===== src/rtl/calc_pkg.sv =====
// Shared constants, state encoding and small helpers for the calculator front-end.
package calc_pkg;

    localparam logic [1:0] OP_ADD = 2'd0;
    localparam logic [1:0] OP_SUB = 2'd1;
    localparam logic [1:0] OP_MUL = 2'd2;
    localparam logic [1:0] OP_DIV = 2'd3;

    localparam int NUM_BTN   = 9;
    localparam int BTN_CLEAR = 8;

    typedef enum logic [1:0] {
        S_IDLE  = 2'd0,
        S_ISSUE = 2'd1,
        S_WAIT  = 2'd2,
        S_SHOW  = 2'd3
    } state_t;

    // BCD digit increment, 9 wraps back to 0
    function automatic logic [3:0] incDigit(input logic [3:0] d);
        return (d == 4'd9) ? 4'd0 : d + 4'd1;
    endfunction

    // Two BCD digits to binary; 99 is the largest value so 7 bits never overflow
    function automatic logic [6:0] bcdToBin(input logic [3:0] tens, input logic [3:0] units);
        return 7'(tens) * 7'd10 + 7'(units);
    endfunction

    // Operation buttons B5..B8; the lowest index wins when several arrive together
    function automatic logic [1:0] opPriority(input logic [3:0] ops);
        if (ops[0]) return OP_ADD;
        if (ops[1]) return OP_SUB;
        if (ops[2]) return OP_MUL;
        return OP_DIV;
    endfunction

endpackage


===== src/rtl/btn_sync_edge.sv =====
// Brings one asynchronous button into the clk domain and emits a single-cycle
// pulse on each rising edge. The pulse itself is registered, so a press shows
// up SYNC_STAGES+1 cycles after the pin goes high.
module btn_sync_edge #(
    parameter int SYNC_STAGES = 2
) (
    input  logic clk,
    input  logic rst,
    input  logic d,
    output logic pulse
);

    logic [SYNC_STAGES-1:0] sync_q;
    logic                   prev_q;
    logic                   pulse_q;

    // Synchronizer chain, previous-value flop and registered rising-edge pulse
    always_ff @(posedge clk or posedge rst) begin
        if (rst) begin
            sync_q  <= '0;
            prev_q  <= 1'b0;
            pulse_q <= 1'b0;
        end else begin
            sync_q  <= {sync_q[SYNC_STAGES-2:0], d};
            prev_q  <= sync_q[SYNC_STAGES-1];
            pulse_q <= sync_q[SYNC_STAGES-1] & ~prev_q;
        end
    end

    assign pulse = pulse_q;

endmodule


===== src/rtl/calc_op_sequencer.sv =====
// Calculator front-end: button pulses edit the BCD operands and launch one ALU
// operation at a time over a start/done handshake, with a timeout abort and
// latched result/error flags that drive the display selection.
module calc_op_sequencer
    import calc_pkg::*;
#(
    parameter int SYNC_STAGES    = 2,
    parameter int TIMEOUT_CYCLES = 1024,
    parameter int RES_W          = 14
) (
    input  logic             clk,
    input  logic             rst,
    input  logic [8:0]       btn,
    output logic             alu_start,
    output logic [1:0]       alu_op,
    output logic [6:0]       alu_a,
    output logic [6:0]       alu_b,
    input  logic             alu_done,
    input  logic [RES_W-1:0] alu_result,
    input  logic             alu_neg,
    input  logic             alu_div0,
    output logic [3:0]       a_tens,
    output logic [3:0]       a_units,
    output logic [3:0]       b_tens,
    output logic [3:0]       b_units,
    output logic [RES_W-1:0] res_q,
    output logic             res_neg,
    output logic             res_err,
    output logic             show_result,
    output logic             busy
);

    // The counter is loaded with TIMEOUT_CYCLES-1 so that the abort decision
    // lands on the TIMEOUT_CYCLES-th edge after alu_start
    localparam int TW = (TIMEOUT_CYCLES > 2) ? $clog2(TIMEOUT_CYCLES) : 1;
    localparam logic [TW-1:0] TIMEOUT_LOAD = TW'(TIMEOUT_CYCLES - 1);

    logic [NUM_BTN-1:0] pulse;

    state_t             state_q,  state_d;
    logic [3:0]         aTens_q,  aTens_d;
    logic [3:0]         aUnits_q, aUnits_d;
    logic [3:0]         bTens_q,  bTens_d;
    logic [3:0]         bUnits_q, bUnits_d;
    logic [1:0]         op_q,     op_d;
    logic [6:0]         aluA_q,   aluA_d;
    logic [6:0]         aluB_q,   aluB_d;
    logic [TW-1:0]      timer_q,  timer_d;
    logic [RES_W-1:0]   result_q, result_d;
    logic               resNeg_q, resNeg_d;
    logic               resErr_q, resErr_d;
    logic               show_q,   show_d;

    for (genvar i = 0; i < NUM_BTN; i++) begin : g_btn
        btn_sync_edge #(
            .SYNC_STAGES(SYNC_STAGES)
        ) u_sync (
            .clk  (clk),
            .rst  (rst),
            .d    (btn[i]),
            .pulse(pulse[i])
        );
    end

    // All controller state; reset aborts any operation in flight
    always_ff @(posedge clk or posedge rst) begin
        if (rst) begin
            state_q  <= S_IDLE;
            aTens_q  <= '0;
            aUnits_q <= '0;
            bTens_q  <= '0;
            bUnits_q <= '0;
            op_q     <= OP_ADD;
            aluA_q   <= '0;
            aluB_q   <= '0;
            timer_q  <= '0;
            result_q <= '0;
            resNeg_q <= 1'b0;
            resErr_q <= 1'b0;
            show_q   <= 1'b0;
        end else begin
            state_q  <= state_d;
            aTens_q  <= aTens_d;
            aUnits_q <= aUnits_d;
            bTens_q  <= bTens_d;
            bUnits_q <= bUnits_d;
            op_q     <= op_d;
            aluA_q   <= aluA_d;
            aluB_q   <= aluB_d;
            timer_q  <= timer_d;
            result_q <= result_d;
            resNeg_q <= resNeg_d;
            resErr_q <= resErr_d;
            show_q   <= show_d;
        end
    end

    // Next state: clear overrides everything, digits override ops, WAIT ignores all but clear
    always_comb begin
        state_d  = state_q;
        aTens_d  = aTens_q;
        aUnits_d = aUnits_q;
        bTens_d  = bTens_q;
        bUnits_d = bUnits_q;
        op_d     = op_q;
        aluA_d   = aluA_q;
        aluB_d   = aluB_q;
        timer_d  = timer_q;
        result_d = result_q;
        resNeg_d = resNeg_q;
        resErr_d = resErr_q;
        show_d   = show_q;

        if (pulse[BTN_CLEAR]) begin
            state_d  = S_IDLE;
            result_d = '0;
            resNeg_d = 1'b0;
            resErr_d = 1'b0;
            show_d   = 1'b0;
        end else begin
            case (state_q)
                S_IDLE, S_SHOW: begin
                    if (|pulse[3:0]) begin
                        if (pulse[0]) aTens_d  = incDigit(aTens_q);
                        if (pulse[1]) aUnits_d = incDigit(aUnits_q);
                        if (pulse[2]) bTens_d  = incDigit(bTens_q);
                        if (pulse[3]) bUnits_d = incDigit(bUnits_q);
                        show_d  = 1'b0;
                        state_d = S_IDLE;
                    end else if (|pulse[7:4]) begin
                        op_d    = opPriority(pulse[7:4]);
                        aluA_d  = bcdToBin(aTens_q, aUnits_q);
                        aluB_d  = bcdToBin(bTens_q, bUnits_q);
                        state_d = S_ISSUE;
                    end
                end
                S_ISSUE: begin
                    timer_d = TIMEOUT_LOAD;
                    state_d = S_WAIT;
                end
                S_WAIT: begin
                    if (alu_done) begin
                        result_d = alu_result;
                        resNeg_d = alu_neg;
                        resErr_d = alu_div0;
                        show_d   = 1'b1;
                        state_d  = S_SHOW;
                    end else if (timer_q == '0) begin
                        result_d = '0;
                        resNeg_d = 1'b0;
                        resErr_d = 1'b1;
                        show_d   = 1'b1;
                        state_d  = S_SHOW;
                    end else begin
                        timer_d = timer_q - TW'(1);
                    end
                end
                default: state_d = S_IDLE;
            endcase
        end
    end

    assign alu_start   = (state_q == S_ISSUE);
    assign busy        = (state_q == S_ISSUE) || (state_q == S_WAIT);
    assign alu_op      = op_q;
    assign alu_a       = aluA_q;
    assign alu_b       = aluB_q;
    assign a_tens      = aTens_q;
    assign a_units     = aUnits_q;
    assign b_tens      = bTens_q;
    assign b_units     = bUnits_q;
    assign res_q       = result_q;
    assign res_neg     = resNeg_q;
    assign res_err     = resErr_q;
    assign show_result = show_q;

endmodule


===== config.mk =====
export PLATFORM = sky130hd
export DESIGN_NAME = calc_op_sequencer
export DESIGN_NICKNAME = d
export VERILOG_FILES = /design/src/rtl/calc_pkg.sv /design/src/rtl/btn_sync_edge.sv /design/src/rtl/calc_op_sequencer.sv
export SDC_FILE = /design/constraint.sdc
export NUM_CORES = 1
export LEC_CHECK = 0
export ABC_CLOCK_PERIOD_IN_PS = 10000
export CAP_MARGIN = 40
export CELL_PAD_IN_SITES_DETAIL_PLACEMENT = 0
export CELL_PAD_IN_SITES_GLOBAL_PLACEMENT = 1
export CORE_MARGIN = 2
export CORE_UTILIZATION = 46
export CTS_BUF_LIST = sky130_fd_sc_hd__clkbuf_8
export DETAILED_ROUTE_END_ITERATION = 16
export GPL_ROUTABILITY_DRIVEN = 0
export PLACE_DENSITY_LB_ADDON = 0.1
export SLEW_MARGIN = 10
export SYNTH_ARGS = -nofsm -noshare
export SYNTH_HDL_FRONTEND = slang
export SYNTH_SLANG_ARGS = --single-unit

===== constraint.sdc =====
create_clock -name clk -period 10 [get_ports clk]
set_input_delay 3 -clock clk [delete_from_list [all_inputs] [get_ports clk]]
set_output_delay 3 -clock clk [all_outputs]
set_load 0.01 [all_outputs]

After elaboration in Yosys (flattened, before gate mapping)
Cells that the tools add are included.
{ "word_totals": {"register_bits": 97, "latch_bits": 0, "ramBits": 0, "rom_bits": 0, "inputBits": 28, "word_cells": 153, "mem_count": 0} }
{ "op_classes": {"add_sub_neg": 7, "n_mul": 2, "n_div": 0, "order_cmp": 0, "n_eq_ne": 12, "shift": 0, "muxes": 53, "bitwise": 20, "n_reduce_logical": 19} }
{ "op_table": {"columns": ["operator", "count"], "rows": [
  ["14-bit two-way mux", 4],
  ["1-bit two-way mux", 29],
  ["4-bit AND reduction", 6],
  ["2-bit two-way mux", 11],
  ["10-bit two-way mux", 2],
  ["10-bit one-hot mux with 2 select lines", 1],
  ["4-bit by 1-bit adder with 4-bit output, second input constant", 4],
  ["4-bit equality test, second input constant", 4],
  ["4-bit two-way mux", 4],
  ["7-bit by 4-bit adder with 7-bit output", 2],
  ["4-bit by 3-bit multiplier with 6-bit output, second input constant", 2],
  ["1-bit NOT", 11],
  ["10-bit logical NOT", 1],
  ["10-bit by 1-bit subtractor with 10-bit output, second input constant", 1],
  ["1-bit bitwise AND", 9],
  ["4-bit by 3-bit != test with 1-bit output, second input constant", 2],
  ["4-bit OR reduction", 2],
  ["2-bit one-hot mux with 3 select lines", 1],
  ["3-bit nonzero test", 2],
  ["2-bit equality test, second input constant", 2],
  ["2-bit != test, second input constant", 2],
  ["2-bit AND reduction", 2],
  ["2-bit nonzero test", 2],
  ["3-bit by 2-bit != test with 1-bit output, second input constant", 1],
  ["6 further kinds", 6]
]} }

Logic depth before layout (Yosys ltp)
{ "logic_depth": {"depth_word": 19, "mapped_depth": 8, "depth_no_buf": 7} }

By module
A second synthesis with hierarchy kept.
{ "hier_totals": {"hier_cells": 343, "hier_area_um2": 4220.3} }
{ "by_module_without_submodules": {"columns": ["module", "n_inst", "cells_each", "area_per_inst_um2"], "rows": [
  ["calc_op_sequencer", 1, 289, 3161.8],
  ["btn_sync_edge", 9, 6, 117.6]
]} }

Least setup slack after synthesis
OpenSTA, ideal clock, no wires.
{ "synth_timing": {"path_kind": "input-to-reg", "from": "input port alu_done", "to": "register timer_q[8]", "setup_time_ns": 0.124, "t_arrival_ns": 3.914, "slack_ns": 5.962, "stages": 3, "n_path_buf": 0, "path_cell_list": "or3_1 or3_1 a211o_1"} }
{ "synth_via": {"elab_chain_len": 2} }
{ "synth_lines": {"columns": ["element", "line", "source"], "rows": [
  ["start: declaration", "calc_op_sequencer.sv:18", "input logic alu_done,"],
  ["2-bit != test (no line)", null, null],
  ["4-bit AND reduction (no line)", null, null],
  ["end signal: assignment", "calc_op_sequencer.sv:90", "timer_q <= timer_d;"],
  ["end: declaration", "calc_op_sequencer.sv:48", "logic [TW-1:0] timer_q, timer_d;"]
]} }
Every way passes these cells.
A chain may end at the register's enable or synchronous reset.

Worst setup path in the final report
{ "layout_timing": {"from": "register state_q[0]", "to": "output port busy"} }
{ "layout_via": {"elab_chain_len": 2, "word_cells_on_any_way": 3, "classes_between": "eq/ne (2); reduce/logical (1)"} }
{ "layout_lines": {"columns": ["element", "line", "source"], "rows": [
  ["start: declaration", "calc_op_sequencer.sv:40", "state_t state_q, state_d;"],
  ["start signal: assignment", "calc_op_sequencer.sv:82", "state_q <= state_d;"],
  ["2-bit by 1-bit equality test with 1-bit output / 2-bit equality test (equally long branches)", "calc_op_sequencer.sv:164", "assign busy = (state_q == S_ISSUE) || (state_q == S_WAIT);"],
  ["1-bit logical OR (*)", "calc_op_sequencer.sv:164", null],
  ["end: declaration", "calc_op_sequencer.sv:30", "output logic busy"]
]} }
Mark *: on every way between the ends. The rest lies on a longest branch, timed or not.

==> impl_metrics.py <==
metrics = {
    "run_status": {
        "status": "finished, final reports clean",
    },
    "grt": {
        "grt_use_met3": 0.0394,
        "use_met1": 0.255,
        "grt-busiest-layer": "met2",
        "grt_max_degree": 51,
        "track_usage": 0.180,
        "grt_pass1_wl_um": 14100,
        "grt_pass1_vias": 2855,
        "grt_remaining_overflow": 0,
        "antenna_found_initial": 0,
        "met2_usage": 0.279,
    },
    "setup_path": {
        "critPathLaunch": "state_q[0]$_DFFE_PP0P_",
        "critPathCapture": "busy",
        "rr_startpoint": "state_q[0]$_DFFE_PP0P_",
        "r2r_end": "alu_a[2]$_DFFE_PP0P_",
        "reg2reg_setup_slack_ns": 7.23,
        "ff2ff_path_depth": 6,
        "cp_data_required_time_ns": 7.00,
        "critPathLaunchType": "flip-flop",
        "end_kind": "output port",
        "cp_data_arrival_time_ns": 1.92,
        "path_class": "reg2out",
        "crit_fanout": 10,
    },
    "final_layout": {
        "final_nets": 500,
        "final_cells": 565,
        "synthToLayoutAreaGrowth_pct": 26.8,
        "drive_gt1_frac": 0.0744,
        "utilization": 0.604,
        "num_antenna_cells": 0,
    },
    "clock_network": {
        "clkLatencyLatePin_ns": 0.36,
        "htreeDepth": 3,
        "postCtsHoldBufs": 0,
        "cts-root-buf": "clkbuf_8",
        "clockBufferDepth": 2,
        "cts.sinks": 97,
        "cts_tree": "built",
        "post_cts_buffers": 0,
        "clk_pin_slew_worst_paths_ns": 0.09,
        "cts_resized": 0,
        "numCtsBuffers": 9,
    },
    "power": {
        "peakVddDrop_mv": 0.138,
        "power.density_nw_per_um2": 291,
        "p_total_mw": 1.54,
        "p_leak_nw": 2.19,
    },
    "floorplanning": {
        "start_util": 0.477,
        "ios": 79,
        "rows": 34,
        "core_area_um2": 8760,
        "dieArea_um2": 9860,
        "die_h_um": 99.3,
        "die_x_um": 99.3,
    },
    "logic_synthesis": {
        "synthArstFlopShare": 1.00,
        "ys_ff_latch": 97,
        "synth_top_area_frac": 0.581,
        "synthMuxAreaShare": 0.0189,
        "ys_seq_area_frac": 0.581,
        "yosys.cell_count.top_type": "dfrtp_1",
        "ys_top_cells_by_count": "97 x dfrtp_1, 39 x nand2_1, 32 x o21ai_0",
        "ys_top_cells_by_area": "dfrtp_1 58%, ha_1 4.8%, o21ai_0 3.8%",
        "synth_ff_type": "dfrtp_1",
        "synth-edff-count": 0,
        "synthDistinctLibCells": 42,
        "synth_top_family_by_area": "simple AND/OR/NAND/NOR gates",
        "synthAdderAreaFrac": 0.0671,
        "synth_compound_area_frac": 0.116,
        "yosys_warnings": 0,
        "avgSynthCellArea_um2": 11.3,
        "synth-xor-area-share": 0.0377,
        "syn_area_um2": 4180,
        "syn_inst": 370,
        "yosys.area_share.simple": 0.158,
        "synth_top_cell_by_area": "dfrtp_1",
        "syn-num-nets": 418,
    },
    "detailed_routing": {
        "drtIter0Drc": 98,
        "drt-wirelength-per-cell_um": 14.6,
        "drt_wl_total_um": 8270,
        "remaining_drc_errors": 0,
        "vias_per_cell": 5.30,
        "ant_nets": 0,
        "via_count": 2996,
        "drt-pass1-iter-count": 4,
    },
    "timing": {
        "setup_viol": 0,
        "period_share": 0.492,
        "fmax_mhz": 203,
        "slew_headroom": 0.443,
        "rsz0062_at_grt": "no",
        "final_hold_viol_count": 0,
        "finalCriticalPeriod_ns": 4.92,
        "tightestPinTransition_ns": 0.814,
        "hold-worst-slack_ns": 0.356,
        "finalMaxSlewViolations": 0,
        "skew_ns": 0.00760,
        "fin_setup_tns_ns": 0,
    },
    "flow_run": {
        "timing.max_cap.violations": 0,
    },
    "place": {
        "port_buffers": 78,
        "hpwl_um": 5970,
        "dp_cells": 549,
    },
    "worst_hold_path": {
        "hp-class": "reg2reg",
    },
}
[layer usage]
layer  share of wire  up-vias
met2            0.48       45
met4           0.013        0
met1            0.48     1478
met5               0        -
met3           0.030       10
li1                -     1463
[sequential cells by signal, summed over array words and instances, names as in the netlist, 7 cells and up]
signal               cells
alu_a                    7
alu_b                    7
g_btn.u_sync.prev_q      9
g_btn.u_sync.pulse       9
g_btn.u_sync.sync_q     18
res_q                   14
timer_q                 10
[stage by stage]
stage          area (µm²)  worst slack, ns
6_report             5300             5.08
5_1_grt              5300             4.98
4_1_cts              5300             5.06
3_5_place_dp         5110             5.34
3_3_place_gp         5070             5.37
2_1_floorplan        4180             4.47
[area by class of cell]
class	count	area, µm²
clock inverters	7	60.1
well taps	108	135
fillers	737	3470
clock buffers	9	124
flip-flops and latches	97	2430
multi-input cells	251	1660
repair buffers	83	846
inverters	10	40.0
[power by group]
group	leakage, nW	internal [mW]	switching [mW]
sequential	1.16	0.491	0.0996
clock	0.0897	0.0946	0.142
combinational	0.943	0.378	0.336
total	2.19	0.963	0.578
[cell families (layout without fill, tap and decap cells)]
family	Yosys count	in the layout
mux	7	7
flops	97	97
xor+xnor	18	18
compound gates	82	82
fa+ha+maj	20	20
buf+inv	22	109
simple gates	124	124
[cells in the final DEF (no fill, tap or decap), drive strengths merged, types with 5 or more instances in the layout]
cell | netlist | layout
nor3b | 6 | 6
nor2 | 16 | 16
o21ai | 32 | 32
buf | 3 | 5
nand2 | 39 | 39
nand4 | 5 | 5
xnor2 | 16 | 16
dfrtp | 97 | 97
ha | 16 | 16
nor2b | 22 | 22
mux2 | 7 | 7
clkbuf | 9 | 9
inv | 10 | 13
a211oi | 5 | 5
nor3 | 9 | 9
a21oi | 23 | 23
clkdlybuf4s50 | 0 | 78
[worst min-delay path by stage]
stage | startpoint | endpoint | cells after the start | slack, ns
after floorplan | g_btn[0].u_sync.sync_q[0]$_DFF_PP0_ | g_btn[0].u_sync.sync_q[1]$_DFF_PP0_ | 0 | 0.33
after global placement | g_btn[7].u_sync.sync_q[0]$_DFF_PP0_ | g_btn[7].u_sync.sync_q[1]$_DFF_PP0_ | 0 | 0.33
after detailed placement | g_btn[2].u_sync.sync_q[0]$_DFF_PP0_ | g_btn[2].u_sync.sync_q[1]$_DFF_PP0_ | 0 | 0.33
after CTS | g_btn[2].u_sync.sync_q[0]$_DFF_PP0_ | g_btn[2].u_sync.sync_q[1]$_DFF_PP0_ | 0 | 0.36
after global routing | g_btn[7].u_sync.sync_q[0]$_DFF_PP0_ | g_btn[7].u_sync.sync_q[1]$_DFF_PP0_ | 0 | 0.36
final | g_btn[2].u_sync.sync_q[0]$_DFF_PP0_ | g_btn[2].u_sync.sync_q[1]$_DFF_PP0_ | 0 | 0.36
[worst max-delay path: stages, from the launching register on]
cell	delay, ns
dfrtp_1	0.41
inv_1	0.06
ha_1	0.45
inv_1	0.10
clkdlybuf4s50_1	0.54
(Power assumes the default switching activity.)
